===== config.mk =====
export PLATFORM = sky130hd
export DESIGN_NAME = mem_port_arbiter
export DESIGN_NICKNAME = d
export VERILOG_FILES = /design/src/rtl/mem_port_arbiter.sv
export SDC_FILE = /design/constraint.sdc
export NUM_CORES = 1
export LEC_CHECK = 0
export CAP_MARGIN = 10
export CORE_ASPECT_RATIO = 0.8
export CORE_UTILIZATION = 45
export DETAILED_ROUTE_END_ITERATION = 12
export PLACE_DENSITY_LB_ADDON = 0.1
export SYNTH_ARGS = -nofsm -noshare
export SYNTH_HDL_FRONTEND = slang
export SYNTH_SLANG_ARGS = --single-unit

===== constraint.sdc =====
create_clock -name clk -period 12.8 [get_ports clk]
set_input_delay 1.92 -clock clk [delete_from_list [all_inputs] [get_ports clk]]
set_output_delay 1.92 -clock clk [all_outputs]
set_load 0.02 [all_outputs]

===== src/rtl/mem_port_arbiter.sv =====
// Shares one data-memory port between fetch (port 0, read-only) and the LSQ (port 1).
// Round-robin grant, registered handshake outputs, and a watchdog that aborts hung accesses with bus_err.
module mem_port_arbiter #(
  parameter int ADDR_W  = 32,
  parameter int DATA_W  = 32,
  parameter int TIMEOUT = 255
) (
  input  logic              clk,
  input  logic              reset,
  input  logic              if_req,
  input  logic [ADDR_W-1:0] if_addr,
  output logic              if_ack,
  output logic [DATA_W-1:0] if_rdata,
  input  logic              ls_req,
  input  logic              ls_we,
  input  logic [ADDR_W-1:0] ls_addr,
  input  logic [DATA_W-1:0] ls_wdata,
  output logic              ls_ack,
  output logic [DATA_W-1:0] ls_rdata,
  output logic              mem_req,
  output logic              mem_we,
  output logic [ADDR_W-1:0] mem_addr,
  output logic [DATA_W-1:0] mem_wdata,
  input  logic              mem_rdy,
  input  logic [DATA_W-1:0] mem_rdata,
  output logic              owner,
  output logic              bus_err
);

  typedef enum logic [1:0] {IDLE, ISSUE, RESP} state_t;

  localparam logic [7:0] TO_LAST = 8'(TIMEOUT - 1);

  state_t            state, state_nx;
  logic [7:0]        cnt;
  logic              last_grant;
  logic              grant_port;
  logic              rsp_abort;
  logic [DATA_W-1:0] rsp_data;

  always_ff @(posedge clk or posedge reset) begin
    if (reset) state <= IDLE;
    else       state <= state_nx;
  end

  always_comb begin
    state_nx = state;
    case (state)
      IDLE:    if (if_req || ls_req) state_nx = ISSUE;
      ISSUE:   if (mem_rdy || cnt == TO_LAST) state_nx = RESP;
      RESP:    state_nx = IDLE;
      default: state_nx = IDLE;
    endcase
  end

  always_comb begin
    grant_port = ls_req;
    if (if_req && ls_req) grant_port = ~last_grant;
    // success wins over abort when mem_rdy lands in the final watchdog cycle
    rsp_abort = ~mem_rdy;
    rsp_data  = '0;
    if (mem_rdy && !mem_we) rsp_data = mem_rdata;
  end

  always_ff @(posedge clk or posedge reset) begin
    if (reset) begin
      mem_req    <= 1'b0;
      mem_we     <= 1'b0;
      mem_addr   <= '0;
      mem_wdata  <= '0;
      if_ack     <= 1'b0;
      ls_ack     <= 1'b0;
      bus_err    <= 1'b0;
      if_rdata   <= '0;
      ls_rdata   <= '0;
      owner      <= 1'b0;
      last_grant <= 1'b1;
      cnt        <= '0;
    end else begin
      if_ack  <= 1'b0;
      ls_ack  <= 1'b0;
      bus_err <= 1'b0;
      case (state)
        IDLE: begin
          if (if_req || ls_req) begin
            owner      <= grant_port;
            last_grant <= grant_port;
            mem_req    <= 1'b1;
            mem_we     <= grant_port & ls_we;
            mem_addr   <= grant_port ? ls_addr : if_addr;
            mem_wdata  <= grant_port ? ls_wdata : '0;
            cnt        <= '0;
          end
        end
        ISSUE: begin
          if (state_nx == RESP) begin
            mem_req <= 1'b0;
            bus_err <= rsp_abort;
            if (owner) begin
              ls_ack   <= 1'b1;
              ls_rdata <= rsp_data;
            end else begin
              if_ack   <= 1'b1;
              if_rdata <= rsp_data;
            end
          end else begin
            cnt <= cnt + 8'd1;
          end
        end
        default: ;
      endcase
    end
  end

endmodule


==> metrics, run 1 <==
crit share post-route=29.2%; PD cells=263 nW/um^2; Reg clk slew, reported paths=0.06 ns; EDFF count, synth=0; required time worst endpoint=13.05 ns; worst path arrival time=3.98 ns; largest cells by area after synthesis=dfrtp_1 62%, a32o_1 11%, mux2i_1 5.5%; setup_tns=0 ns; site row count=36; Starting DRT DRC Count=263; largest net degree at the start of global routing=95; synthesized flop and latch total=145; via count=4695; CTS tree=yes; Die X=129 um; RSZ-0062 raised after global routing=no; drt via density=5.42; vias in the first global route=4898; Worst Hold Class=register to register; # diodes=0; Post CTS Setup Buffer Count=0; Int Power=1.52 mW; Sw Pwr=882 uW; Routed wire per std cell=18.2 um; DR pass1 iterations=4; layout overhead on the synthesized area=56.5%; Die Area=13400 um^2; ys flop type=dfrtp_1; min cycle time layout=3.74 ns; sequential area share after synthesis=62.3%; Die Ht=104 um; I/O pin count=268; critical path peak fanout=81; final non-filler cell total=867; initial antenna violation count=0; clk_skew=0.0117 ns; Synth top area share=61.8%; Clock power frac=20.3%; Static Leakage=3.91 nW; first-pass GRT wire length=24.9 mm; fmax=268 MHz; nets=822; cell count after synthesis=432; Yosys warnings=0; crit end category=register; Num CTS Buffers=17; placed instance count=838; peak supply drop=0.000158 V; clock buffer depth=2; final hold violations=0; initial core utilization=47.1%; max-cap viol count=0; status=complete, no violations; port bufs=267; Final Total Pwr=2.40 mW; Clock Latency Late Sink=0.41 ns; Comb pwr share=46.7%; CP Launch Type=input port; # DRC=0; Hold-fix buffers, CTS=0; syn avg cell area=13.5 um^2; FFs w/ async S/R, synth=100%; GP Congestion=0.746; GRT Util Overall=24.3%; most used cells in the layout excluding fill and tap cells=267 x clkdlybuf4s50_1, 144 x dfrtp_1, 64 x a32o_1; largest area contributor in the netlist=dfrtp_1; Max Slew Vio Count=0; Clock Sinks=145; CORE AREA=12400 um^2; aggregate routed wire length=15.8 mm; CTS HTree Levels=4; final setup fails=0; CP Class=input port to register; share of cells above drive strength 1=6.90%; syn_nets=568; synth unique cells=42; synthesized cell area=5830 um^2; sequential power share=33.0%; post_cts resized=0; most common cell after layout, fill and taps aside=clkdlybuf4s50_1; Root Driver=clkbuf_16; switching share of total power=36.7%; remaining global-route overflow=0; dpl hpwl=10.7 mm; Worst slew margin=17.8%; Routed Antenna Nets=0; Core Util, Final=73.6%; Worst-Margin Slew=1.23 ns
## sequential cells by signal, indices dropped and copies added (netlist names), 2 cells and up
signal and flops:
mem_addr 32, state 2, if_rdata 32, ls_rdata 32, mem_wdata 32, cnt 8
## worst max-delay path, stage by stage
cell and delay [ns]:
clkdlybuf4s50_1 0.52, o21ai_4 0.60, buf_4 0.67, o21ai_0 0.23
## path summary, 6_finish.rpt
kind | end | startpoint | slack, ns | depth (start not counted)
hold reg to reg | mem_addr[21]$_DFFE_PP0P_ | mem_addr[21]$_DFFE_PP0P_ | 0.48 | 2
min in group asynchronous | mem_wdata[11]$_DFFE_PP0P_ | reset | 2.04 | 2
hold / removal | mem_addr[21]$_DFFE_PP0P_ | mem_addr[21]$_DFFE_PP0P_ | 0.48 | 2
setup / recovery | mem_addr[14]$_DFFE_PP0P_ | if_req | 9.06 | 4
setup reg to reg | mem_wdata[13]$_DFFE_PP0P_ | state[1]$_DFF_PP0_ | 10.75 | 3
max in group asynchronous | if_rdata[0]$_DFFE_PP0P_ | reset | 9.55 | 3
## cell families after synthesis
logic type	count (synthesis)	synth area share, %
compound gates	151	21.8
fa+ha+maj	2	0.429
buf+inv	44	4.74
flops	145	62.3
mux	32	5.50
simple gates	58	5.28
## cell type report
cell class / count / area [um^2]
Multi-Input combinational cell: 243 / 1950
Inverter: 6 / 27.5
Tap cell: 171 / 214
Clock inverter: 10 / 139
Timing Repair Buffer: 273 / 2720
Sequential cell: 145 / 3630
Fill cell: 839 / 3260
Clock buffer: 19 / 443
## synthesized netlist by cell type (2+ instances only)
library cell	count
buf_2	14
nor2_1	4
inv_1	6
nor2_2	2
a22o_1	33
o31ai_1	3
o21ai_0	34
nand2_1	36
buf_6	6
and2_1	2
dfrtp_1	144
nand3_1	4
o21ai_4	2
a32o_1	64
a21o_1	2
clkbuf_1	5
mux2i_1	32
buf_4	13
a21oi_1	2
ha_1	2
## stage by stage
step	area, um^2	hold slack, ns	setup slack (ns)
after global placement	8540	0.460	8.75
after global routing	9120	0.498	8.91
after floorplan	5830	0.494	6.99
after CTS	9120	0.483	9.06
after detailed placement	8540	0.470	8.67
final	9120	0.477	9.06
## per-layer routing
| layer | wire, um | vias to the layer above | GRT usage [%] |
|---|---|---|---|
| li1 | - | 2165 | - |
| met1 | 6300 | 2308 | 28.9 |
| met2 | 7880 | 204 | 40.6 |
| met3 | 1330 | 18 | 7.64 |
| met4 | 250 | 0 | 9.41 |
| met5 | 0 | - | 0 |
## power groups by stage
stage / Clock (mW) / Sequential [mW] / Combinational (mW)
6_report: 0.488 / 0.792 / 1.12
5_1_grt: 0.518 / 0.819 / 1.18
4_1_cts: 0.500 / 0.793 / 1.13
3_5_place_dp: 0 / 0.793 / 1.12
3_3_place_gp: 0 / 0.788 / 1.10
2_1_floorplan: 0 / 1.03 / 0.354
Power figures use the tool's default switching activity.
==> run 2: changes to the inputs <==
--- a/config.mk
+++ b/config.mk
@@ -7,7 +7,7 @@
 export LEC_CHECK = 0
 export CAP_MARGIN = 10
 export CORE_ASPECT_RATIO = 0.8
-export CORE_UTILIZATION = 45
+export CORE_UTILIZATION = 42
 export DETAILED_ROUTE_END_ITERATION = 12
 export PLACE_DENSITY_LB_ADDON = 0.1
 export SYNTH_ARGS = -nofsm -noshare
==> constraint.sdc (replaced) <==
create_clock -name clk -period 3.6 [get_ports clk]
set_input_delay 0.54 -clock clk [delete_from_list [all_inputs] [get_ports clk]]
set_output_delay 0.54 -clock clk [all_outputs]
set_load 0.02 [all_outputs]
==> metrics, run 2 (synthesized netlist as in run 1, its figures left out) <==
status=complete, no violations; final non-filler cell total=881 (+1.6%); Worst-Margin Slew=0.988 ns (-0.246 ns); most used cells in the layout excluding fill and tap cells=267 x clkdlybuf4s50_1, 144 x dfrtp_1, 64 x a32o_1; crit end category=register; worst path arrival time=2.48 ns (-1.50 ns); initial antenna violation count=0 (unchanged); port bufs=267 (unchanged); Worst Hold Class=register to register; CP Class=input port to register; final hold violations=0 (unchanged); PD cells=932 nW/um^2 (+250%); setup_tns=0 ns (unchanged); GRT Util Overall=22.6% (-1.6 points); Sequential cell area=3630 um^2 (unchanged); Die X=134 um (+3.5%); Starting DRT DRC Count=258 (-1.9%); vias in the first global route=4849 (-1.0%); fillers=984 (+17%); Reg clk slew, reported paths=0.06 ns (about the same); clock buffer depth=2 (unchanged); DR pass1 iterations=5 (+1); clk_skew=0.00547 ns (-0.00624 ns); post_cts resized=0 (unchanged); CP Launch Type=input port; largest net degree at the start of global routing=98 (+3.2%); critical path peak fanout=35 (-57%); CTS tree=yes; I/O pin count=268 (unchanged); initial core utilization=43.0% (-4.0 points); dpl hpwl=10.6 mm (-0.27%); aggregate routed wire length=15.8 mm (+0.15%); # diodes=0 (unchanged); required time worst endpoint=3.94 ns (-9.11 ns); fmax=467 MHz; placed instance count=849 (+1.3%); multi-input combinational cell area=1950 um^2 (unchanged); Num CTS Buffers=17 (unchanged); first-pass GRT wire length=24.9 mm (about the same); Hold Slack=0.474 ns (-0.00267 ns); via count=4635 (-1.3%); CORE AREA=13600 um^2 (+9.4%); Post CTS Setup Buffer Count=0 (unchanged); Max Slew Vio Count=0 (unchanged); share of cells above drive strength 1=7.13% (+0.24 points); most common cell after layout, fill and taps aside=clkdlybuf4s50_1; drt via density=5.26 (-2.8%); Routed Antenna Nets=0 (unchanged); Clock Sinks=145 (unchanged); Final Total Pwr=8.58 mW (+260%); hold depth=2 (unchanged); Routed wire per std cell=17.9 um (-1.4%); nets=824 (+0.24%); RSZ-0062 raised after global routing=no; Die Area=14400 um^2 (+7.0%); Worst slew margin=33.9% (+16 points); CTS HTree Levels=4 (unchanged); peak supply drop=0.000516 V (+230%); max-cap viol count=0 (unchanged); min cycle time layout=2.14 ns; Clock Latency Late Sink=0.41 ns (about the same); GP Congestion=0.750 (+0.55%); Root Driver=clkbuf_16; layout overhead on the synthesized area=57.9%; Hold-fix buffers, CTS=0 (unchanged); Static Leakage=3.94 nW (+0.77%); crit share post-route=59.5%; # DRC=0 (unchanged); site row count=38 (+5.6%); worst r2r path cells=6 (+3); final setup fails=0 (unchanged); Die Ht=107 um (+3.4%); remaining global-route overflow=0 (unchanged)
## run 2: cell count changes in the layout (fill, tap and decap cells not counted)
cell      before  now
buf_12         0    3
clkbuf_1       1    4
buf_4          6    5
clkbuf_8       1    2
inv_6          1    0
## run 2: layout make-up
class	count	share of cell area [%]
Tap cell	180	2.45
Clock buffer	23	5.08
Sequential cell	145	39.4
Clock inverter	9	1.43
Multi-Input combinational cell	243	21.2
Inverter	6	0.286
Timing Repair Buffer	275	30.1
## run 2: per-stage QoR
step                setup WS (ns)  util (%)  instance area (um^2)
CTS                          1.46      67.9                  9200
global route                 1.34      67.9                  9200
global placement             1.09      63.5                  8600
detailed placement           1.01      63.5                  8600
finish                       1.46      67.9                  9200
floorplan                    1.24         -                  5830
## run 2: worst max-delay path, stage by stage
cell,delay (ns)
clkdlybuf4s50_1,0.54
a21boi_4,0.18
buf_4,0.46
and2_1,0.20
buf_4,0.33
a22o_1,0.20
## run 2: power breakdown
group | leakage [nW] | total, mW | internal, mW | switching [mW]
combinational | 1.81 | 4.00 | 1.95 | 2.05
sequential | 1.85 | 2.81 | 2.38 | 0.437
clock | 0.283 | 1.76 | 1.13 | 0.638
## run 2: path summary, 6_finish.rpt
kind                                     startpoint                   endpoint  slack (ns)
min                        mem_addr[16]$_DFFE_PP0P_   mem_addr[16]$_DFFE_PP0P_        0.47
min reg2reg                mem_addr[16]$_DFFE_PP0P_   mem_addr[16]$_DFFE_PP0P_        0.47
min in group asynchronous                     reset    if_rdata[3]$_DFFE_PP0P_        0.60
max in group asynchronous                     reset  mem_wdata[28]$_DFFE_PP0P_        1.94
max reg2reg                      cnt[0]$_DFFE_PP0P_    ls_rdata[4]$_DFFE_PP0P_        1.59
max                                          ls_req  mem_wdata[18]$_DFFE_PP0P_        1.46
## run 2: layer usage
metal	part of all wire, %	up-vias	wire, um	global-route usage, %
met5	0	-	0	0
met4	0.86	0	135	7.95
met3	6.7	13	1060	6.31
met2	51	167	8020	38.8
met1	42	2281	6560	27.3
li1	-	2174	-	-
==> run 3: changes to the inputs <==
==> constraint.sdc (replaced) <==
create_clock -name clk -period 2.16 [get_ports clk]
set_input_delay 0.324 -clock clk [delete_from_list [all_inputs] [get_ports clk]]
set_output_delay 0.324 -clock clk [all_outputs]
set_load 0.02 [all_outputs]
==> metrics, run 3 (synthesized netlist as in run 1, its figures left out) <==
status=complete, no violations; most used cells in the layout excluding fill and tap cells=267 x clkdlybuf4s50_1, 144 x dfrtp_1, 64 x a32o_1; drt via density=5.32 (+1.1%); Max Slew Vio Count=0 (unchanged); clock buffer depth=2 (unchanged); first-pass GRT wire length=25.4 mm (+2.1%); Die Area=14400 um^2 (unchanged); final hold violations=0 (unchanged); Top delay family on crit path=buffers and inverters; Worst slew margin=65.9% (+32 points); vias in the first global route=4945 (+2.0%); # DRC=0 (unchanged); crit path cell chain=clkdlybuf4s50_1; crit share post-route=84.8%; DR pass1 iterations=5 (unchanged); Buf+Inv Stages, Crit Path=1 (-2); fmax=546 MHz; site row count=38 (unchanged); Hold-fix buffers, CTS=0 (unchanged); dpl hpwl=11.0 mm (+3.6%); Reg clk slew, reported paths=0.06 ns (about the same); Clock Latency Late Sink=0.41 ns (about the same); Num CTS Buffers=17 (unchanged); share of cells above drive strength 1=8.62% (+1.5 points); layout overhead on the synthesized area=60.1%; nets=831 (+0.85%); aggregate routed wire length=15.9 mm (+1.1%); peak supply drop=0.000872 V (+69%); CP Launch Type=register; PD cells=1550 nW/um^2 (+66%); crit end category=output pin; RSZ-0062 raised after global routing=no; Worst-Margin Slew=0.506 ns (-0.482 ns); CTS tree=yes; Static Leakage=4.01 nW (+1.7%); largest net degree at the start of global routing=84 (-14%); Die Ht=107 um (unchanged); clk_skew=0.00983 ns (+0.00436 ns); CORE AREA=13600 um^2 (unchanged); worst path arrival time=1.51 ns (-0.97 ns); CP Class=register to output pin; GRT Util Overall=23.1% (+0.49 points); critical path peak fanout=3 (-91%); Starting DRT DRC Count=281 (+8.9%); required time worst endpoint=1.84 ns (-2.10 ns); pre-CTS WS=0.271 ns (-0.739 ns); # diodes=0 (unchanged); Worst Hold Class=input port to async pin; fillers=975 (-0.91%); via count=4721 (+1.9%); most common cell after layout, fill and taps aside=clkdlybuf4s50_1; Post CTS Setup Buffer Count=0 (unchanged); max-cap viol count=0 (unchanged); slowest cell on the critical path=clkdlybuf4s50_1; port bufs=267 (unchanged); remaining global-route overflow=0 (unchanged); GP Congestion=0.783 (+4.4%); initial core utilization=43.0% (unchanged); CTS HTree Levels=4 (unchanged); I/O pin count=268 (unchanged); setup_tns=0 ns (unchanged); Clock Sinks=145 (unchanged); min cycle time layout=1.83 ns; smallest setup slack after layout=0.328 ns (-1.13 ns); Die X=134 um (unchanged); Routed wire per std cell=18.0 um (+0.26%); Root Driver=clkbuf_16; CP peak stage delay=0.66 ns (+0.12 ns); Routed Antenna Nets=0 (unchanged); final setup fails=0 (unchanged); post_cts resized=0 (unchanged); initial antenna violation count=0 (unchanged); Final Total Pwr=14.5 mW (+69%)
==> run 3: power breakdown <==
part / switching, mW / leakage (nW) / internal (mW)
registers: 0.712 / 1.85 / 3.96
clock network: 1.13 / 0.295 / 1.91
logic: 3.43 / 1.86 / 3.34
==> run 3: metal layers <==
metal,part of all wire [%],routed length (um),GRT usage [%]
met1,42,6650,28.3
met2,49,7780,37.3
met3,6.8,1090,6.92
met4,2.7,430,11.4
met5,0,0,0
==> run 3: area by class of cell <==
| cell class | instances | area, um^2 | area share, % |
|---|---|---|---|
| Clock inverter | 12 | 156 | 1.68 |
| Inverter | 6 | 26.3 | 0.282 |
| Multi-Input combinational cell | 243 | 1950 | 20.9 |
| Clock buffer | 20 | 467 | 5.00 |
| Tap cell | 180 | 225 | 2.41 |
| Timing Repair Buffer | 282 | 2870 | 30.8 |
| Sequential cell | 145 | 3630 | 38.9 |
==> run 3: final timing paths <==
path / from / to / slack (ns) / cells after the start
max in group asynchronous: reset / last_grant$_DFFE_PP1P_ / 1.28 / 3
worst min register to register: mem_addr[7]$_DFFE_PP0P_ / mem_addr[7]$_DFFE_PP0P_ / 0.48 / 2
worst min-delay path: reset / ls_rdata[6]$_DFFE_PP0P_ / 0.19 / 2
worst max-delay path: mem_we$_DFFE_PP0P_ / mem_we / 0.33 / 1
worst max register to register: cnt[0]$_DFFE_PP0P_ / if_rdata[2]$_DFFE_PP0P_ / 0.48 / 7
min in group clk: mem_addr[7]$_DFFE_PP0P_ / mem_addr[7]$_DFFE_PP0P_ / 0.48 / 2
==> run 3: metrics by stage <==
stage	std cells	area, um^2	hold WS, ns	utilization (%)
2_1_floorplan	432	5830	0.397	-
3_3_place_gp	856	8710	0.461	64.2
3_5_place_dp	856	8710	0.470	64.2
4_1_cts	888	9330	0.171	68.8
5_1_grt	888	9330	0.172	68.8
6_report	888	9330	0.188	68.8
==> patch 1 (settings of run 2) <==
Reset style: synchronous (`reset`), changed in 2 clocked blocks.
--- a/src/rtl/mem_port_arbiter.sv
+++ b/src/rtl/mem_port_arbiter.sv
@@ -39,5 +39,5 @@
   logic [DATA_W-1:0] rsp_data;
 
-  always_ff @(posedge clk or posedge reset) begin
+  always_ff @(posedge clk) begin
     if (reset) state <= IDLE;
     else       state <= state_nx;
@@ -63,5 +63,5 @@
   end
 
-  always_ff @(posedge clk or posedge reset) begin
+  always_ff @(posedge clk) begin
     if (reset) begin
       mem_req    <= 1'b0;
Formal check against the unedited RTL: differs if reset is asserted again (counterexample within 4 cycles, from zero or initial values and one cycle with reset high); with reset held inactive, the same outputs for 4 cycles.
==> patch 1 against run 2 <==
- synthesized area rose by 10%
- sequential cell count did not move
- sequential share of layout area shrank 9.9 points
- count of clock-buffer cells in the layout shrank 6
- worst setup slack worse by 0.32 ns
- global-route usage grew 2.2 points
- via count increased by 36%
- highest routed layer unchanged
- cell area grew 6.7%
- largest cell class is now multi-input gates
- hold slack improved by 0.0031 ns
- routed wire length is 25% higher
Power is not compared: it rests on default switching activity, and its combinational part moved more than twofold at a synthesized area within 25%.
==> patch 1: results (changes against run 2) <==
Synth area leaders -> dfxtp_1 45%, mux2i_1 5.9%, a221o_1 5.0% (was dfrtp_1 62%, a32o_1 11%, mux2i_1 5.5%)
Leakage -> 4.080 nW
initial antenna violation count -> 0 (unchanged)
total CTS buffers -> 17 (unchanged)
GRT Util Overall -> 0.2485 (was 0.2262)
Hold Path Class -> register to register (unchanged)
status -> complete, no violations (unchanged)
filler instances -> 1174 (was 984)
# diodes -> 0 (unchanged)
RR Endpoint -> ls_rdata[26]$_SDFFE_PP0P_ (was ls_rdata[4]$_DFFE_PP0P_)
Crit Path Max Fanout -> 33 (was 35)
gp weighted congestion -> 0.7848 (was 0.7503)
first-pass GRT wire length -> 31400 um (was 24890 um)
Clock Path Buffers -> 2 (unchanged)
hold_sp -> mem_wdata[24]$_SDFFE_PP0P_ (was mem_addr[16]$_DFFE_PP0P_)
CP max stage delay -> 0.70 ns (was 0.54 ns)
Crit-path slowest cell -> clkdlybuf4s50_1 (unchanged)
ys async rst share -> 0 (was 1.000)
Slew Limit Headroom -> 0.2529 (was 0.3390)
1st-iter DRT viols -> 383 (was 258)
Clock Skew -> 0.008245 ns (was 0.005469 ns)
CP Data Arrival Time -> 1.92 ns (was 2.48 ns)
Synth cell types -> 42 (unchanged)
DR vias/cell -> 5.846 (was 5.261)
Reg2Reg Depth -> 5 (was 6)
share of layout cells above drive strength 1 -> 0.07207 (was 0.07133)
routed len/inst -> 18.31 um (was 17.91 um)
Detail Placement HPWL -> 13130 um (was 10640 um)
CTS root buffer -> clkbuf_16 (unchanged)
Syn Nets -> 789 (was 568)
worst reg2reg startpoint -> cnt[1]$_SDFFE_PP0P_ (was cnt[0]$_DFFE_PP0P_)
Seq/Total Area, Yosys -> 0.4517 (was 0.6228)
hold path depth -> 1 (was 2)
Hold Path End -> mem_wdata[24]$_SDFFE_PP0P_ (was mem_addr[16]$_DFFE_PP0P_)
vias in the first global route -> 6072 (was 4849)
Layout Nets -> 1011 (was 824)
Setup CP Type -> register to output port (was input port to register)
largest net degree at the start of global routing -> 58 (was 98)
flop2flop setup slack -> 1.32 ns (was 1.59 ns)
list of most frequent post-synthesis cells -> 145 x dfxtp_1, 39 x clkbuf_1, 38 x mux2i_1, 38 x o211ai_1 (was 144 x dfrtp_1, 64 x a32o_1, 36 x nand2_1)
critical path startpoint -> owner$_SDFFE_PP0P_ (was ls_req)
Clock transition at path regs -> 0.06 ns (about the same)
CP delay by family, top -> buffers and inverters (unchanged)
[patch 1: changes by cell type after synthesis, sizes merged, moves of 34 or more]
cell	delta
dfxtp	+145
dfrtp	-144
a32o	-64
o211ai	+37
a211oi	+36
and3	+35
o21ai	-35
a21oi	+34
clkbuf	+34
nand2	-34
[patch 1: final cells by class]
class | count | area, sq um | share of cell area
flip-flops and latches | 145 | 2903 | 0.2957
repair buffers | 286 | 2810 | 0.2863
multi-input cells | 388 | 3049 | 0.3106
inverters | 37 | 140.1 | 0.01427
clock buffers | 17 | 425.4 | 0.04333
clock inverters | 15 | 252.7 | 0.02575
well taps | 189 | 236.5 | 0.02409
[patch 1: per-layer routing]
layer / track usage / vias to the layer above / part of all wire
met5: 0 / - / 0
met4: 0.1077 / 0 / 0.019
met3: 0.06741 / 29 / 0.080
met2: 0.4090 / 276 / 0.47
met1: 0.3060 / 3000 / 0.43
li1: - / 2991 / -
[patch 1: metrics by stage]
| stage | setup WS, ns | cells | power, mW | instance area [sq um] | hold WS [ns] |
|---|---|---|---|---|---|
| after floorplan | 1.900 | 653 | 2.207 | 6426 | 0.4542 |
| after global placement | 1.023 | 1045 | 2.613 | 9139 | 0.4606 |
| after detailed placement | 0.9401 | 1045 | 2.632 | 9139 | 0.4633 |
| after CTS | 1.134 | 1077 | 4.677 | 9817 | 0.4818 |
| after global routing | 1.053 | 1077 | 4.807 | 9817 | 0.4931 |
| final | 1.135 | 1077 | 4.641 | 9817 | 0.4775 |
[patch 1: worst max path at each step]
stage	slack, ns	endpoint
after global placement	1.02	ls_rdata[14]$_SDFFE_PP0P_
final	1.14	owner
after detailed placement	0.94	if_rdata[8]$_SDFFE_PP0P_
after global routing	1.05	owner
after CTS	1.13	owner
after floorplan	1.90	cnt[5]$_SDFFE_PP0P_
[patch 1: power by group through the flow]
stage	clock network (mW)	registers [mW]	logic [mW]
after floorplan	0	1.91	0.301
after global placement	0	1.80	0.816
after detailed placement	0	1.80	0.830
after CTS	2.08	1.77	0.834
after global routing	2.14	1.78	0.885
final	2.04	1.77	0.832
[patch 1: kinds of logic after synthesis]
kind of cell | share of synthesized area
and+or+nand+nor | 0.08548
adders and majority gates | 0.003893
muxes | 0.06094
AOI/OAI and AO/OA | 0.3207
buffers and inverters | 0.07730
DFF | 0.4517
[patch 1: worst reg2reg max path: stages (launching register included)]
cell	delay, ns
dfxtp_1	0.45
ha_1	0.18
and3_1	0.37
and2_1	0.63
buf_4	0.36
o221ai_1	0.15
==> patch 2 (config.mk and constraints of run 2) <==
Made on the original files. Set the parameter `ADDR_W` to 16 (it was 32).
--- a/src/rtl/mem_port_arbiter.sv
+++ b/src/rtl/mem_port_arbiter.sv
@@ -2,5 +2,5 @@
 // Round-robin grant, registered handshake outputs, and a watchdog that aborts hung accesses with bus_err.
 module mem_port_arbiter #(
-  parameter int ADDR_W  = 32,
+  parameter int ADDR_W  = 16,
   parameter int DATA_W  = 32,
   parameter int TIMEOUT = 255
Ports: changed (resized if_addr, ls_addr and mem_addr); port bits go from 268 to 220. The function was not compared with the original's and may differ.
==> patch 2 against run 2 <==
- cell area is 14% lower
- via count is 16% lower
- non-clock buffer count is 46 lower
- final cell count is 16% lower
- worst setup slack better by 0.016 ns
- power is 9.6% lower
- sequential cell count is 16 lower
- synthesized area is 16% lower
- routed wire length is 17% lower
- largest cell class unchanged
- highest routed layer unchanged
==> patch 2: results (changes against run 2) <==
status -> complete, no violations (unchanged)
Layout Nets -> 684 (was 824)
Synth cell types -> 36 (was 42)
Inst Count DP -> 705 (was 849)
RR Endpoint -> ls_rdata[5]$_DFFE_PP0P_ (was ls_rdata[4]$_DFFE_PP0P_)
DRT Pass-1 Iters -> 4 (was 5)
Clock transition at path regs -> 0.05 ns
GRT Util Overall -> 0.2323 (was 0.2262)
Seq/Total Area, Yosys -> 0.6609 (was 0.6228)
routed vias -> 3912 (was 4635)
Clock Path Buffers -> 2 (unchanged)
share of layout cells above drive strength 1 -> 0.08615 (was 0.07133)
Clock Skew -> 0.007258 ns (was 0.005469 ns)
IO Port Bufs -> 219 (was 267)
Max VDD drop -> 535.4 uV (was 515.9 uV)
vias in the first global route -> 4163 (was 4849)
flop2flop setup slack -> 1.74 ns (was 1.59 ns)
Hold Path End -> mem_addr[12]$_DFFE_PP0P_ (was mem_addr[16]$_DFFE_PP0P_)
hold path depth -> 2 (unchanged)
post-CTS sizing -> 0 (unchanged)
CTS root buffer -> clkbuf_16 (unchanged)
total CTS buffers -> 17 (unchanged)
Reg2Reg Depth -> 7 (was 6)
Ys Warns -> 0 (unchanged)
CP Data Arrival Time -> 1.59 ns (was 2.48 ns)
CP delay by family, top -> buffers and inverters (unchanged)
CP max stage delay -> 0.69 ns (was 0.54 ns)
Detail Placement HPWL -> 8792 um (was 10640 um)
1st-iter DRT viols -> 225 (was 258)
initial antenna violation count -> 0 (unchanged)
gp weighted congestion -> 0.7565 (was 0.7503)
# diodes -> 0 (unchanged)
list of most frequent post-synthesis cells -> 128 x dfrtp_1, 97 x a22o_1, 21 x o21ai_0 (was 144 x dfrtp_1, 64 x a32o_1, 36 x nand2_1)
filler instances -> 773 (was 984)
hold_sp -> mem_addr[12]$_DFFE_PP0P_ (was mem_addr[16]$_DFFE_PP0P_)
Syn Nets -> 463 (was 568)
most common flop cell mapped by yosys -> dfrtp_1 (unchanged)
DR vias/cell -> 5.315 (was 5.261)
hold_ws -> 0.4743 ns (was 0.4744 ns)
Leakage -> 3.477 nW (was 3.942 nW)
Synth area leaders -> dfrtp_1 66%, a22o_1 17%, mux2i_1 3.7% (was dfrtp_1 62%, a32o_1 11%, mux2i_1 5.5%)
largest net degree at the start of global routing -> 60 (was 98)
area delta synth->final -> 62.10% (was 57.90%)
Worst-Margin Slew -> 0.9159 ns (was 0.9877 ns)
Crit Path Max Fanout -> 6 (was 35)
routed len/inst -> 17.78 um (was 17.91 um)
post-synthesis cell count -> 359 (was 432)
first-pass GRT wire length -> 21250 um (was 24890 um)
Hold Path Class -> register to register (unchanged)
worst reg2reg startpoint -> cnt[0]$_DFFE_PP0P_ (unchanged)
setup TNS -> 0 ns (unchanged)
-- patch 2: cell type report --
class / count / area share
timing repair buffer: 229 / 0.2878
inverter: 5 / 0.002844
clock buffer: 18 / 0.05545
tap: 144 / 0.02275
multi-input combinational: 198 / 0.1940
sequential: 129 / 0.4077
clock inverter: 13 / 0.02938
-- patch 2: cells by family after synthesis --
family	synth area share
and+or+nand+nor	0.04686
muxes	0.03688
DFF	0.6609
buffers and inverters	0.03022
AOI/OAI and AO/OA	0.2164
xor gates and xnor gates	0.003586
adders and majority gates	0.005121
-- patch 2: worst max path at each step --
| stage | startpoint | to | cells after the start | slack [ns] |
|---|---|---|---|---|
| 2_1_floorplan | reset | bus_err$_DFF_PP0_ | 1 | 1.47 |
| 3_3_place_gp | if_req | ls_rdata[6]$_DFFE_PP0P_ | 6 | 1.18 |
| 3_5_place_dp | if_req | ls_rdata[5]$_DFFE_PP0P_ | 6 | 1.13 |
| 4_1_cts | owner$_DFFE_PP0P_ | owner | 1 | 1.45 |
| 5_1_grt | owner$_DFFE_PP0P_ | owner | 1 | 1.44 |
| 6_report | owner$_DFFE_PP0P_ | owner | 1 | 1.47 |
-- patch 2: power by group --
part	leakage (nW)	total, mW	switching [mW]	internal, mW
Combinational	1.52	3.32	1.64	1.68
Sequential	1.64	2.50	0.398	2.10
Clock	0.315	1.94	0.622	1.31
-- patch 2: metal layers --
layer  up-vias  GRT usage  share of wire
li1       1788          -              -
met1      1957     0.2987           0.43
met2       150     0.3708           0.49
met3        17    0.07523          0.068
met4         0    0.07786          0.016
met5         -          0              0
-- patch 2: through the flow --
step,cell area (sq um),worst slack [ns],power (mW)
final,7920,1.474,7.755
after global routing,7920,1.439,8.142
after global placement,7248,1.182,5.783
after floorplan,4890,1.466,4.162
after CTS,7920,1.445,7.821
after detailed placement,7248,1.132,5.830
